==> src/rtl/pipe_hazard_ctrl.sv <==
// ---------------------------------------------------------------------------
// pipe_hazard_ctrl
//
// Central sequencer for the IF_ID / ID_EX / EX_MEM / MEM_WB pipeline
// registers of a 5-stage pipeline. It produces per-stage hold (enable) and
// bubble (flush) controls, the PC load enable and redirect select, and the
// EX-stage operand forwarding selects.
//
// Handled situations, in priority order:
//   - memory timeout fault  : whole pipeline frozen until fault_clr
//   - data-memory wait      : everything upstream of MEM_WB frozen, bubble to WB
//   - taken branch in EX    : redirect PC, squash IF_ID and ID_EX
//   - load-use hazard       : hold PC and IF_ID, bubble into ID_EX
//
// Parameters:
//   MEM_TIMEOUT  consecutive dmem wait cycles before FAULT (valid 2..255)
//   CNT_W        width of the saturating performance counters
//
// Ports:
//   clk, rst                       clock (rising edge), async active-high reset
//   id_rs1/id_rs2, id_use_rs1/2    source registers of the ID instruction
//   ex_rs1/ex_rs2, ex_Rd           registers of the EX instruction
//   ex_memread, ex_regwrite        EX instruction is a load / writes Rd
//   ex_branch_taken                branch/jump in EX resolved taken
//   mem_Rd, mem_regwrite           destination of the MEM instruction
//   mem_req, dmem_ready            data-memory request / completion
//   wb_Rd, wb_regwrite             destination of the WB instruction
//   fault_clr                      leave the FAULT state
//   pc_en, redirect                PC load enable / branch-target select
//   *_en, *_flush                  stage register enable / bubble load
//   fwd_a, fwd_b                   EX operand select: 00 RF, 01 WB, 10 MEM
//   mem_fault                      sticky memory timeout fault
//   stall_cnt, flush_cnt           saturating counts of pc_en=0 / redirect
// ---------------------------------------------------------------------------
module pipe_hazard_ctrl #(
    parameter int MEM_TIMEOUT = 16,
    parameter int CNT_W       = 32
) (
    input  logic             clk,
    input  logic             rst,

    input  logic [4:0]       id_rs1,
    input  logic [4:0]       id_rs2,
    input  logic             id_use_rs1,
    input  logic             id_use_rs2,

    input  logic [4:0]       ex_rs1,
    input  logic [4:0]       ex_rs2,
    input  logic [4:0]       ex_Rd,
    input  logic             ex_memread,
    input  logic             ex_regwrite,
    input  logic             ex_branch_taken,

    input  logic [4:0]       mem_Rd,
    input  logic             mem_regwrite,
    input  logic             mem_req,
    input  logic             dmem_ready,

    input  logic [4:0]       wb_Rd,
    input  logic             wb_regwrite,

    input  logic             fault_clr,

    output logic             pc_en,
    output logic             redirect,
    output logic             if_id_en,
    output logic             id_ex_en,
    output logic             ex_mem_en,
    output logic             mem_wb_en,
    output logic             if_id_flush,
    output logic             id_ex_flush,
    output logic             ex_mem_flush,
    output logic             mem_wb_flush,
    output logic [1:0]       fwd_a,
    output logic [1:0]       fwd_b,
    output logic             mem_fault,
    output logic [CNT_W-1:0] stall_cnt,
    output logic [CNT_W-1:0] flush_cnt
);

    // FSM encoding kept as plain constants for compatibility with the
    // existing netlist-level debug scripts.
    localparam logic [1:0] ST_RUN      = 2'd0;
    localparam logic [1:0] ST_MEM_WAIT = 2'd1;
    localparam logic [1:0] ST_FAULT    = 2'd2;

    localparam logic [7:0] TIMEOUT_C = 8'(MEM_TIMEOUT);

    localparam logic [1:0] FWD_RF  = 2'b00;
    localparam logic [1:0] FWD_WB  = 2'b01;
    localparam logic [1:0] FWD_MEM = 2'b10;

    // -----------------------------------------------------------------------
    // State
    // -----------------------------------------------------------------------
    logic [1:0]       r_state;
    logic [7:0]       r_wait_cnt;
    logic             r_mem_fault;
    logic [CNT_W-1:0] r_stall_cnt;
    logic [CNT_W-1:0] r_flush_cnt;

    logic [1:0]       w_state_nxt;
    logic [7:0]       w_wait_nxt;
    logic             w_fault_nxt;

    // -----------------------------------------------------------------------
    // Hazard detection
    // -----------------------------------------------------------------------
    logic w_in_fault;
    logic w_mem_stall;
    logic w_load_use;

    assign w_in_fault  = (r_state == ST_FAULT);
    // A frozen pipeline in FAULT does not react to the memory handshake.
    assign w_mem_stall = ~w_in_fault & mem_req & ~dmem_ready;

    assign w_load_use = ex_memread & ex_regwrite & (ex_Rd != 5'd0) &
                        ((id_use_rs1 & (id_rs1 == ex_Rd)) |
                         (id_use_rs2 & (id_rs2 == ex_Rd)));

    // -----------------------------------------------------------------------
    // Memory-wait FSM next state
    // -----------------------------------------------------------------------
    always_comb begin
        w_state_nxt = r_state;
        w_wait_nxt  = r_wait_cnt;
        w_fault_nxt = r_mem_fault;
        case (r_state)
            ST_RUN: begin
                if (w_mem_stall) begin
                    w_state_nxt = ST_MEM_WAIT;
                    w_wait_nxt  = 8'd1;
                end
            end
            ST_MEM_WAIT: begin
                if (!w_mem_stall) begin
                    w_state_nxt = ST_RUN;
                    w_wait_nxt  = 8'd0;
                end else begin
                    w_wait_nxt = r_wait_cnt + 8'd1;
                    if ((r_wait_cnt + 8'd1) == TIMEOUT_C) begin
                        w_state_nxt = ST_FAULT;
                        w_fault_nxt = 1'b1;
                    end
                end
            end
            ST_FAULT: begin
                if (fault_clr) begin
                    w_state_nxt = ST_RUN;
                    w_wait_nxt  = 8'd0;
                    w_fault_nxt = 1'b0;
                end
            end
            default: begin
                w_state_nxt = ST_RUN;
                w_wait_nxt  = 8'd0;
                w_fault_nxt = 1'b0;
            end
        endcase
    end

    always_ff @(posedge clk or posedge rst) begin
        if (rst) begin
            r_state     <= ST_RUN;
            r_wait_cnt  <= 8'd0;
            r_mem_fault <= 1'b0;
        end else begin
            r_state     <= w_state_nxt;
            r_wait_cnt  <= w_wait_nxt;
            r_mem_fault <= w_fault_nxt;
        end
    end

    // -----------------------------------------------------------------------
    // Pipeline controls (priority chain)
    // -----------------------------------------------------------------------
    logic w_pc_en;
    logic w_redirect;
    logic w_if_id_en, w_id_ex_en, w_ex_mem_en, w_mem_wb_en;
    logic w_if_id_fl, w_id_ex_fl, w_ex_mem_fl, w_mem_wb_fl;

    always_comb begin
        w_pc_en     = 1'b1;
        w_redirect  = 1'b0;
        w_if_id_en  = 1'b1;
        w_id_ex_en  = 1'b1;
        w_ex_mem_en = 1'b1;
        w_mem_wb_en = 1'b1;
        w_if_id_fl  = 1'b0;
        w_id_ex_fl  = 1'b0;
        w_ex_mem_fl = 1'b0;
        w_mem_wb_fl = 1'b0;

        if (rst) begin
            w_pc_en     = 1'b0;
            w_if_id_en  = 1'b0;
            w_id_ex_en  = 1'b0;
            w_ex_mem_en = 1'b0;
            w_mem_wb_en = 1'b0;
            w_if_id_fl  = 1'b1;
            w_id_ex_fl  = 1'b1;
            w_ex_mem_fl = 1'b1;
            w_mem_wb_fl = 1'b1;
        end else if (w_in_fault) begin
            // Frozen; the clearing cycle raises every flush so the pipeline
            // restarts from bubbles.
            w_pc_en     = 1'b0;
            w_if_id_en  = 1'b0;
            w_id_ex_en  = 1'b0;
            w_ex_mem_en = 1'b0;
            w_mem_wb_en = 1'b0;
            w_if_id_fl  = fault_clr;
            w_id_ex_fl  = fault_clr;
            w_ex_mem_fl = fault_clr;
            w_mem_wb_fl = fault_clr;
        end else if (w_mem_stall) begin
            // A taken branch stays parked in the frozen EX stage and
            // redirects once the memory access completes.
            w_pc_en     = 1'b0;
            w_if_id_en  = 1'b0;
            w_id_ex_en  = 1'b0;
            w_ex_mem_en = 1'b0;
            w_mem_wb_fl = 1'b1;
        end else if (ex_branch_taken) begin
            // The ID instruction is squashed, so any load-use on it is moot.
            w_redirect = 1'b1;
            w_if_id_fl = 1'b1;
            w_id_ex_fl = 1'b1;
        end else if (w_load_use) begin
            w_pc_en    = 1'b0;
            w_if_id_en = 1'b0;
            w_id_ex_fl = 1'b1;
        end
    end

    assign pc_en        = w_pc_en;
    assign redirect     = w_redirect;
    assign if_id_en     = w_if_id_en;
    assign id_ex_en     = w_id_ex_en;
    assign ex_mem_en    = w_ex_mem_en;
    assign mem_wb_en    = w_mem_wb_en;
    assign if_id_flush  = w_if_id_fl;
    assign id_ex_flush  = w_id_ex_fl;
    assign ex_mem_flush = w_ex_mem_fl;
    assign mem_wb_flush = w_mem_wb_fl;

    // -----------------------------------------------------------------------
    // Forwarding: youngest producer (MEM) wins over WB; x0 never forwards.
    // -----------------------------------------------------------------------
    function automatic logic [1:0] fwd_sel(
        input logic [4:0] rs,
        input logic [4:0] m_rd,
        input logic       m_we,
        input logic [4:0] w_rd,
        input logic       w_we
    );
        if (m_we && (m_rd != 5'd0) && (m_rd == rs))
            return FWD_MEM;
        else if (w_we && (w_rd != 5'd0) && (w_rd == rs))
            return FWD_WB;
        else
            return FWD_RF;
    endfunction

    logic [1:0] w_fwd_a;
    logic [1:0] w_fwd_b;

    assign w_fwd_a = rst ? FWD_RF : fwd_sel(ex_rs1, mem_Rd, mem_regwrite, wb_Rd, wb_regwrite);
    assign w_fwd_b = rst ? FWD_RF : fwd_sel(ex_rs2, mem_Rd, mem_regwrite, wb_Rd, wb_regwrite);

    assign fwd_a = w_fwd_a;
    assign fwd_b = w_fwd_b;

    // -----------------------------------------------------------------------
    // Saturating performance counters
    // -----------------------------------------------------------------------
    always_ff @(posedge clk or posedge rst) begin
        if (rst) begin
            r_stall_cnt <= '0;
            r_flush_cnt <= '0;
        end else begin
            if (!w_pc_en && (r_stall_cnt != '1))
                r_stall_cnt <= r_stall_cnt + CNT_W'(1);
            if (w_redirect && (r_flush_cnt != '1))
                r_flush_cnt <= r_flush_cnt + CNT_W'(1);
        end
    end

    assign mem_fault = r_mem_fault;
    assign stall_cnt = r_stall_cnt;
    assign flush_cnt = r_flush_cnt;

endmodule
==> config.mk <==
export PLATFORM = sky130hd
export DESIGN_NAME = pipe_hazard_ctrl
export DESIGN_NICKNAME = d
export VERILOG_FILES = /design/src/rtl/pipe_hazard_ctrl.sv
export SDC_FILE = /design/constraint.sdc
export NUM_CORES = 1
export LEC_CHECK = 0
export CORE_MARGIN = 1
export CORE_UTILIZATION = 51
export DETAILED_ROUTE_END_ITERATION = 10
export DONT_BUFFER_PORTS = 1
export GPL_TIMING_DRIVEN = 0
export HOLD_SLACK_MARGIN = 0.08
export PLACE_DENSITY_LB_ADDON = 0.25
export SETUP_SLACK_MARGIN = 0.02
export SYNTH_ARGS = -nofsm -noshare
export SYNTH_HDL_FRONTEND = slang
export SYNTH_SLANG_ARGS = --single-unit
==> constraint.sdc <==
create_clock -name clk -period 6.2 [get_ports clk]
set_input_delay 1.24 -clock clk [delete_from_list [all_inputs] [get_ports clk]]
set_output_delay 1.24 -clock clk [all_outputs]
set_load 0.02 [all_outputs]
==> results of run 1 <==
==> sequential cells by signal, summed over array words and instances, names as in the netlist <==
name	count
r_state	2
stall_cnt	32
flush_cnt	32
mem_fault	1
r_wait_cnt	8
==> report_power, final <==
group          internal [µW]  switching, µW
Clock                    156            186
Sequential               527            109
Combinational           64.5           71.2
Total                    747            366
==> kinds of logic after synthesis <==
kind of cell / count (synthesis) / synth area share [%]
compound gates: 36 / 5.22
xor+xnor: 92 / 19.2
simple gates: 195 / 26.8
buf+inv: 18 / 2.33
fa+ha+maj: 3 / 0.895
flops: 75 / 44.8
mux: 3 / 0.806
==> cells in the mapped netlist, drive strengths merged <==
library cell  instances
a22o                  1
nand2                34
a31oi                 1
nand2b                4
and3                 20
xnor2                69
and4                 11
dfrtp                75
nand3                41
a21oi                 4
or3                   2
nor4                  6
o2111ai               1
a32oi                 1
o21ai                18
nor3b                 3
mux2                  3
or3b                  1
o211ai                4
and2                  5
clkbuf                3
or4                   5
nand3b                2
nor2                 23
o21a                  2
o22ai                 2
inv                   7
ha                    3
buf                   8
nand4b                1
nor3                 10
xor2                 23
o31ai                 1
a21o                  1
nand4                24
nor2b                 3
==> routing by layer <==
| layer | part of all wire, % | vias to the layer above | GRT usage, % |
|---|---|---|---|
| li1 | - | 1517 | - |
| met1 | 42 | 1557 | 27.4 |
| met2 | 50 | 114 | 39.0 |
| met3 | 7.5 | 6 | 7.06 |
| met4 | 0.94 | 0 | 6.54 |
| met5 | 0 | - | 0 |
==> layout make-up <==
type	instances	share of cell area (%)
Timing Repair Buffer	1	0.443
Sequential cell	75	41.5
Tap cell	102	2.82
Buffer	11	1.58
Clock buffer	10	3.04
Clock inverter	6	0.913
Multi-Input combinational cell	329	49.1
Inverter	7	0.636
==> path summary, 6_finish.rpt <==
check / endpoint / slack (ns) / cells after the start
max: fwd_b[0] / 1.89 / 4
min in group asynchronous: r_wait_cnt[0]$_DFFE_PP0P_ / 0.78 / 1
min: r_wait_cnt[7]$_DFFE_PP0P_ / 0.53 / 1
max in group asynchronous: r_wait_cnt[4]$_DFFE_PP0P_ / 4.84 / 2
min reg2reg: r_wait_cnt[7]$_DFFE_PP0P_ / 0.53 / 1
max reg2reg: stall_cnt[1]$_DFFE_PP0P_ / 3.70 / 9
==> placed cells by master, fill, tap and decap left out, drive strengths merged, types with 7 or more instances in the layout <==
cell	synthesis	routed
dfrtp	75	75
nand4	24	24
inv	7	7
nand2	34	34
and4	11	11
and3	20	20
xnor2	69	69
o21ai	18	18
clkbuf	3	13
buf	8	9
nor3	10	10
nand3	41	41
xor2	23	23
nor2	23	23
==> per-stage QoR <==
step	setup slack, ns	TNS, ns	hold slack (ns)	std cells	utilization [%]
after global routing	1.69	0	0.567	541	57.6
final	1.89	0	0.531	541	57.6
after floorplan	0.696	0	0.464	422	-
after CTS	1.84	0	0.526	541	57.6
after detailed placement	1.83	0	0.509	525	55.3
after global placement	-0.262	-0.536	0.490	524	55.1
==> critical path, stage by stage <==
cell	delay, ns
or4_1	0.50
o21ai_0	0.36
nor3_1	0.14
nor4_1	0.83
==> results.ini, run 1 <==
[final_layout]
seq_area_mm2 = 0.00188
layout.nets = 484
area_growth_syn_to_layout_pct = 7.85
final_area_mm2 = 0.00452
fillCellCount = 722
layout-drive-gt1-share_pct = 9.34
multi_input_area_mm2 = 0.00222
insertedDiodeCount = 0

[sta]
rsz0062_at_grt = false
finClkSkew_ns = 0.0147
max_freq_ghz = 0.232
worst-slew-pin-transition_ns = 0.938
final_max_slew_viol_count = 0
post-route-min-period_ns = 4.31
timing.final.crit_share_pct = 69.6
slew_headroom_pct = 36.9
setup_viol = 0
hold_viol = 0

[global_route]
grt_pass1_wl_um = 15300
grt_pass1_vias = 3230
grt_overflow = 0
antenna_found_initial = 0
grt_max_degree = 40
grt_use_total_pct = 22.7

[cts]
clk_pin_slew_ns = 0.07
cts_sinks = 75
htree_levels = 3
postCtsHoldBufs = 0
clk_path_buf_depth = 2
numCtsBuffers = 9
clk_latency_ns = 0.35
cts_tree = done
post_cts_resized = 0
cts_setup_buffers = 0
cts_root_buffer = clkbuf_8

[drt]
route.detailed.drc = 0
vias_per_cell = 5.90
ant_nets = 0
wirelength_um = 9370
drt_iter0_markers = 90
first_pass_iters = 4
via_count = 3194
wl_per_cell_um = 17.3

[yosys]
postSynthCellCount = 422
yosysSeqAreaShare_pct = 44.8
post_synth_num_cell_types = 45
ys_ff_latch = 75
avgSynthCellArea_um2 = 9.94
syn-num-nets = 472
yosysWarnings = 0
synth_area_mm2 = 0.00419
yosys.area.top_type_share_pct = 44.8
synthTopCellsByArea = dfrtp_1 (45%), xnor2_1 (14%), xor2_1 (4.8%)
synth_top_area_cell = dfrtp_1

[power]
power_uw = 1110
ir_drop_v = 0.000171
p_leak_uw = 0.00188
p_per_area_mw_per_mm2 = 246

[die]
fp.dieArea_mm2 = 0.00859
dieWidth_um = 92.7
start_util_pct = 53.4
coreArea_mm2 = 0.00785
io_pins = 126
die_h_um = 92.7
fp-row-count = 32

[critical_path]
crit_start = mem_Rd[1]
crit_type = primary input to output pin
worst_setup_path_start_kind = primary input
cp_max_fo = 4
critPathArrivalTime_ns = 3.07
worstReg2RegStart = stall_cnt[0]$_DFFE_PP0P_
crit_required_ns = 4.96
endpoint_kind = output pin

[placed_design]
io_buffers = 0
hpwl_um = 7090
place.gp.congestion = 0.897
placed_area_mm2 = 0.00434

[hold_path]
hold_class = flop to flop
hold_start = r_wait_cnt[7]$_DFFE_PP0P_

[outcome]
status = completed

[job]
cap_violations = 0

(Power assumes the default switching activity.)
==> run 2: changes to the inputs <==
clock period = 4.5 ns   (was 6.2 ns; I/O delays follow)
==> run 2 against run 1 <==
  * Critical path depth rose by 4
  * Clock power rose by 45%
  * Die area did not move
  * Via count rose by 1.6%
  * Final area rose by 0.72%
  * Wire length rose by 1.3%
  * Total power rose by 40%
  * Count of clock-buffer cells in the layout rose by 3
  * Clock skew fell by 0.0021 ns
==> results.ini, run 2 (synthesized netlist as in run 1, its figures left out) <==
[outcome]
status = completed

[cts]
clk_pin_slew_ns = 0.08
cts_sinks = 75
clk_path_buf_depth = 2
postCtsHoldBufs = 0
numCtsBuffers = 9
cts_setup_buffers = 0
cts_tree = done
clk_latency_ns = 0.34
post_cts_resized = 0
htree_levels = 3
cts_root_buffer = clkbuf_8

[die]
io_pins = 126
start_util_pct = 53.4
dieWidth_um = 92.7
coreArea_mm2 = 0.00785
fp.dieArea_mm2 = 0.00859
fp-row-count = 32
die_h_um = 92.7

[drt]
first_pass_iters = 5
drt_iter0_markers = 113
route.detailed.drc = 0
wl_per_cell_um = 17.5
vias_per_cell = 5.99
via_count = 3246
ant_nets = 0
wirelength_um = 9490

[critical_path]
cp_cell_sequence = clkinvlp_4 > nand3_1 > inv_1 > o21ai_1 > o21a_1 > clkbuf_1 > inv_1 > buf_4
endpoint_kind = output pin
cp_max_fo = 20
critPathMaxStageDelay_ns = 0.37
crit_required_ns = 3.60
worst_setup_path_start_kind = primary input
crit_type = primary input to output pin
crit_family = buffers and inverters
crit_top_cell = inv_1
crit_buf_inv = 5
critPathArrivalTime_ns = 2.91
crit_path_top_delay_cell = clkinvlp_4

[global_route]
grt_pass1_wl_um = 15400
grt_overflow = 0
antenna_found_initial = 0
grt_max_degree = 33
grt_pass1_vias = 3242
grt_use_total_pct = 22.9

[final_layout]
post-route-util_pct = 58.0
multi_input_area_mm2 = 0.00222
seq_area_mm2 = 0.00188
area_growth_syn_to_layout_pct = 8.62
final_common_cell = dfrtp_1
layout_common_cells = dfrtp_1 (75), xnor2_1 (69), nand2_1 (34)
layout-drive-gt1-share_pct = 9.32
final_area_mm2 = 0.00455
fillCellCount = 715
insertedDiodeCount = 0
layout.nets = 485

[sta]
timing.final.crit_share_pct = 84.8
final_max_slew_viol_count = 0
rsz0062_at_grt = false
setup_viol = 0
post-route-min-period_ns = 3.81
fin_worst_hold_slack_ns = 0.440
max_freq_ghz = 0.262
hold_viol = 0
finClkSkew_ns = 0.0127
slew_headroom_pct = 29.4
worst-slew-pin-transition_ns = 1.05

[placed_design]
place.gp.congestion = 0.886
io_buffers = 0
hpwl_um = 7160
placed_area_mm2 = 0.00436

[power]
p_per_area_mw_per_mm2 = 343
ir_drop_v = 0.000252
p_leak_uw = 0.00189

[job]
cap_violations = 0

[hold_path]
hold_class = primary input to async pin

## run 2: cell types whose count changed in the layout (fill, tap and decap cells not counted), sizes merged
| cell | before | now |
|---|---|---|
| clkinv | 6 | 2 |
| clkbuf | 13 | 16 |
| clkinvlp | 0 | 2 |
| buf | 9 | 10 |
| inv | 7 | 6 |
## run 2: layout make-up
class | instances | area share (%)
multi-input cells | 329 | 48.7
flip-flops and latches | 75 | 41.2
clock buffers | 13 | 3.71
well taps | 102 | 2.80
plain buffers | 11 | 1.57
repair buffers | 2 | 0.879
inverters | 7 | 0.659
clock inverters | 3 | 0.467
## run 2: final timing paths
kind / start / endpoint / slack (ns) / depth (start not counted)
setup / recovery: rst / pc_en / 0.69 / 8
hold reg to reg: r_wait_cnt[6]$_DFFE_PP0P_ / r_wait_cnt[6]$_DFFE_PP0P_ / 0.52 / 1
max in group asynchronous: rst / stall_cnt[21]$_DFFE_PP0P_ / 3.54 / 2
min in group clk: r_wait_cnt[6]$_DFFE_PP0P_ / r_wait_cnt[6]$_DFFE_PP0P_ / 0.52 / 1
hold / removal: rst / r_wait_cnt[0]$_DFFE_PP0P_ / 0.44 / 1
setup reg to reg: flush_cnt[4]$_DFFE_PP0P_ / flush_cnt[30]$_DFFE_PP0P_ / 1.93 / 6
## run 2: worst register-to-register path, stage by stage, from the launching register on
cell and delay, ns:
dfrtp_1 0.57, nand4_1 0.21, nor4_1 0.68, nand3_1 0.24, nor3b_2 0.34, nor3b_1 0.28, xor2_1 0.19
## run 2: through the flow
step           power [µW]  std cells  setup TNS [ns]  setup WS (ns)
2_1_floorplan        1020        422               0          0.288
3_3_place_gp         1070        524          -0.963         -0.553
3_5_place_dp         1080        526               0          0.650
4_1_cts              1580        542               0          0.647
5_1_grt              1650        542               0          0.462
6_report             1560        542               0          0.685
## run 2: routing by layer
metal / routed length (µm) / GRT usage, % / part of all wire (%)
met1: 4000 / 28.5 / 42
met2: 4600 / 37.5 / 49
met3: 668 / 5.83 / 7.0
met4: 212 / 10.4 / 2.2
met5: 0 / 0 / 0
## run 2: power breakdown
group | switching, µW | total (µW) | internal [µW] | leakage [µW]
Combinational | 96.6 | 186 | 89.8 | 0.000787
Clock | 250 | 497 | 246 | 0.0000956
Sequential | 153 | 879 | 726 | 0.00100
Total | 500 | 1560 | 1060 | 0.00189
==> run 3: changes to the inputs <==
clock period = 3.3 ns   (was 4.5 ns; I/O delays follow)
==> run 3 against run 2 <==
  * Final area rose by 1.4%
  * Critical path depth fell by 4
  * Clock power rose by 47%
  * Count of clock-buffer cells in the layout fell by 2
  * Highest routed layer unchanged
  * Non-clock buffer count did not move
  * Wire length fell by 1.2%
  * Sequential share of layout area fell by 0.56 points
  * Via count fell by 0.99%
  * Die area did not move
  * Largest cell class unchanged
==> results.ini, run 3 (synthesized netlist as in run 1, its figures left out) <==
[critical_path]
r2r_cells = 9
endpoint_kind = output pin
critPathMaxStageDelay_ns = 0.56
critPathArrivalTime_ns = 2.22
crit_buf_inv = 0
cp_max_fo = 4
reg2reg_slack_ns = 0.78
crit_type = primary input to output pin
rr_endpoint = stall_cnt[1]$_DFFE_PP0P_
worstReg2RegStart = stall_cnt[0]$_DFFE_PP0P_
crit_family = simple AND/OR/NAND/NOR gates
cp_cell_sequence = or4_1 > o21ai_0 > nor3_1 > nor4_2
worst_setup_path_start_kind = primary input
crit_path_top_delay_cell = nor4_2
crit_required_ns = 2.64

[drt]
wl_per_cell_um = 17.3
via_count = 3214
vias_per_cell = 5.93
wl_met3_um = 666
ant_nets = 0
first_pass_iters = 4
route.detailed.drc = 0
wirelength_um = 9380
drt_iter0_markers = 98
routed.top_layer = met4
wl_met1_um = 3950
wl_met2_um = 4640

[cts]
cts_tree = done
cts_sinks = 75
cts_root_buffer = clkbuf_8
postCtsHoldBufs = 0
post_cts_resized = 0
clk_path_buf_depth = 2
clk_latency_ns = 0.35
clk_pin_slew_ns = 0.07
htree_levels = 3
cts_setup_buffers = 0
numCtsBuffers = 9

[sta]
fin_worst_hold_slack_ns = 0.249
worst-slew-pin-transition_ns = 0.928
timing.final.crit_share_pct = 87.4
finClkSkew_ns = 0.0110
setup_viol = 0
slew_headroom_pct = 37.6
hold_viol = 0
final_max_slew_viol_count = 0
max_freq_ghz = 0.347
rsz0062_at_grt = false
post-route-min-period_ns = 2.88

[final_layout]
layout_common_cells = dfrtp_1 (75), xnor2_1 (69), nand2_1 (34)
layout-drive-gt1-share_pct = 10.7
layout.nets = 485
final_common_cell = dfrtp_1
area_growth_syn_to_layout_pct = 10.1
fillCellCount = 687
insertedDiodeCount = 0
fin_cells = 542

[outcome]
status = completed

[placed_design]
place_inst = 526
hpwl_um = 7100
place.gp.congestion = 0.860
io_buffers = 0

[power]
p_per_area_mw_per_mm2 = 474
p_leak_uw = 0.00189
ir_drop_v = 0.000307

[die]
coreArea_mm2 = 0.00785
start_util_pct = 53.4
dieWidth_um = 92.7
die_h_um = 92.7
fp-row-count = 32
io_pins = 126
fp.dieArea_mm2 = 0.00859

[global_route]
antenna_found_initial = 0
grt_overflow = 0
grt_pass1_vias = 3262
grt_use_total_pct = 22.6
grt_pass1_wl_um = 15200
grt_max_degree = 28

[job]
cap_violations = 0

[hold_path]
hold_class = primary input to async pin

run 3: cell types whose count changed in the layout (fill, tap and decap cells not counted), sizes merged:
cell      before  now
clkinvlp       2    4
clkbuf        16   14
inv            6    7
clkinv         2    0
bufinv         0    1
run 3: layout make-up:
class	instances	area (µm²)	area share, %
multi-input cells	329	2240	48.6
flip-flops and latches	75	1880	40.7
clock buffers	11	141	3.06
well taps	102	128	2.76
plain buffers	11	85.1	1.84
clock inverters	5	61.3	1.33
repair buffers	2	40.0	0.867
inverters	7	40.0	0.867
run 3: report_power, final:
group | total, µW | switching [µW] | internal (µW)
Sequential | 1190 | 202 | 990
Clock | 729 | 356 | 373
Combinational | 267 | 140 | 128
Total | 2190 | 698 | 1490
run 3: worst max path at each step:
stage,from,depth (start not counted),to,slack [ns]
after global placement,rst,8,pc_en,-0.66
after global routing,rst,4,fwd_a[0],0.28
after detailed placement,mem_Rd[1],4,fwd_a[0],0.40
after floorplan,rst,8,pc_en,-0.06
after CTS,mem_Rd[1],4,fwd_a[0],0.40
final,mem_Rd[1],4,fwd_a[0],0.42
run 3: worst register-to-register path: cells and delay by family (launching register included):
kind	cells	cell delay [ns]
fa+ha+maj	1	0.26
buf+inv	2	0.34
flops	1	0.53
mux	1	0.33
simple gates	5	0.96
run 3: through the flow:
step / TNS [ns] / setup WS, ns / cell area [µm²] / power [µW] / util [%]
floorplan: -0.0577 / -0.0577 / 4250 / 1400 / -
global placement: -14.98 / -0.660 / 4370 / 1460 / 55.7
detailed placement: 0 / 0.397 / 4410 / 1480 / 56.3
CTS: 0 / 0.402 / 4620 / 2200 / 58.8
global route: 0 / 0.280 / 4620 / 2280 / 58.8
finish: 0 / 0.417 / 4620 / 2190 / 58.8
run 3: layer usage:
layer,global-route usage [%],vias up
met5,0,-
met1,26.2,1569
li1,-,1526
met3,6.90,8
met4,7.31,0
met2,39.7,111
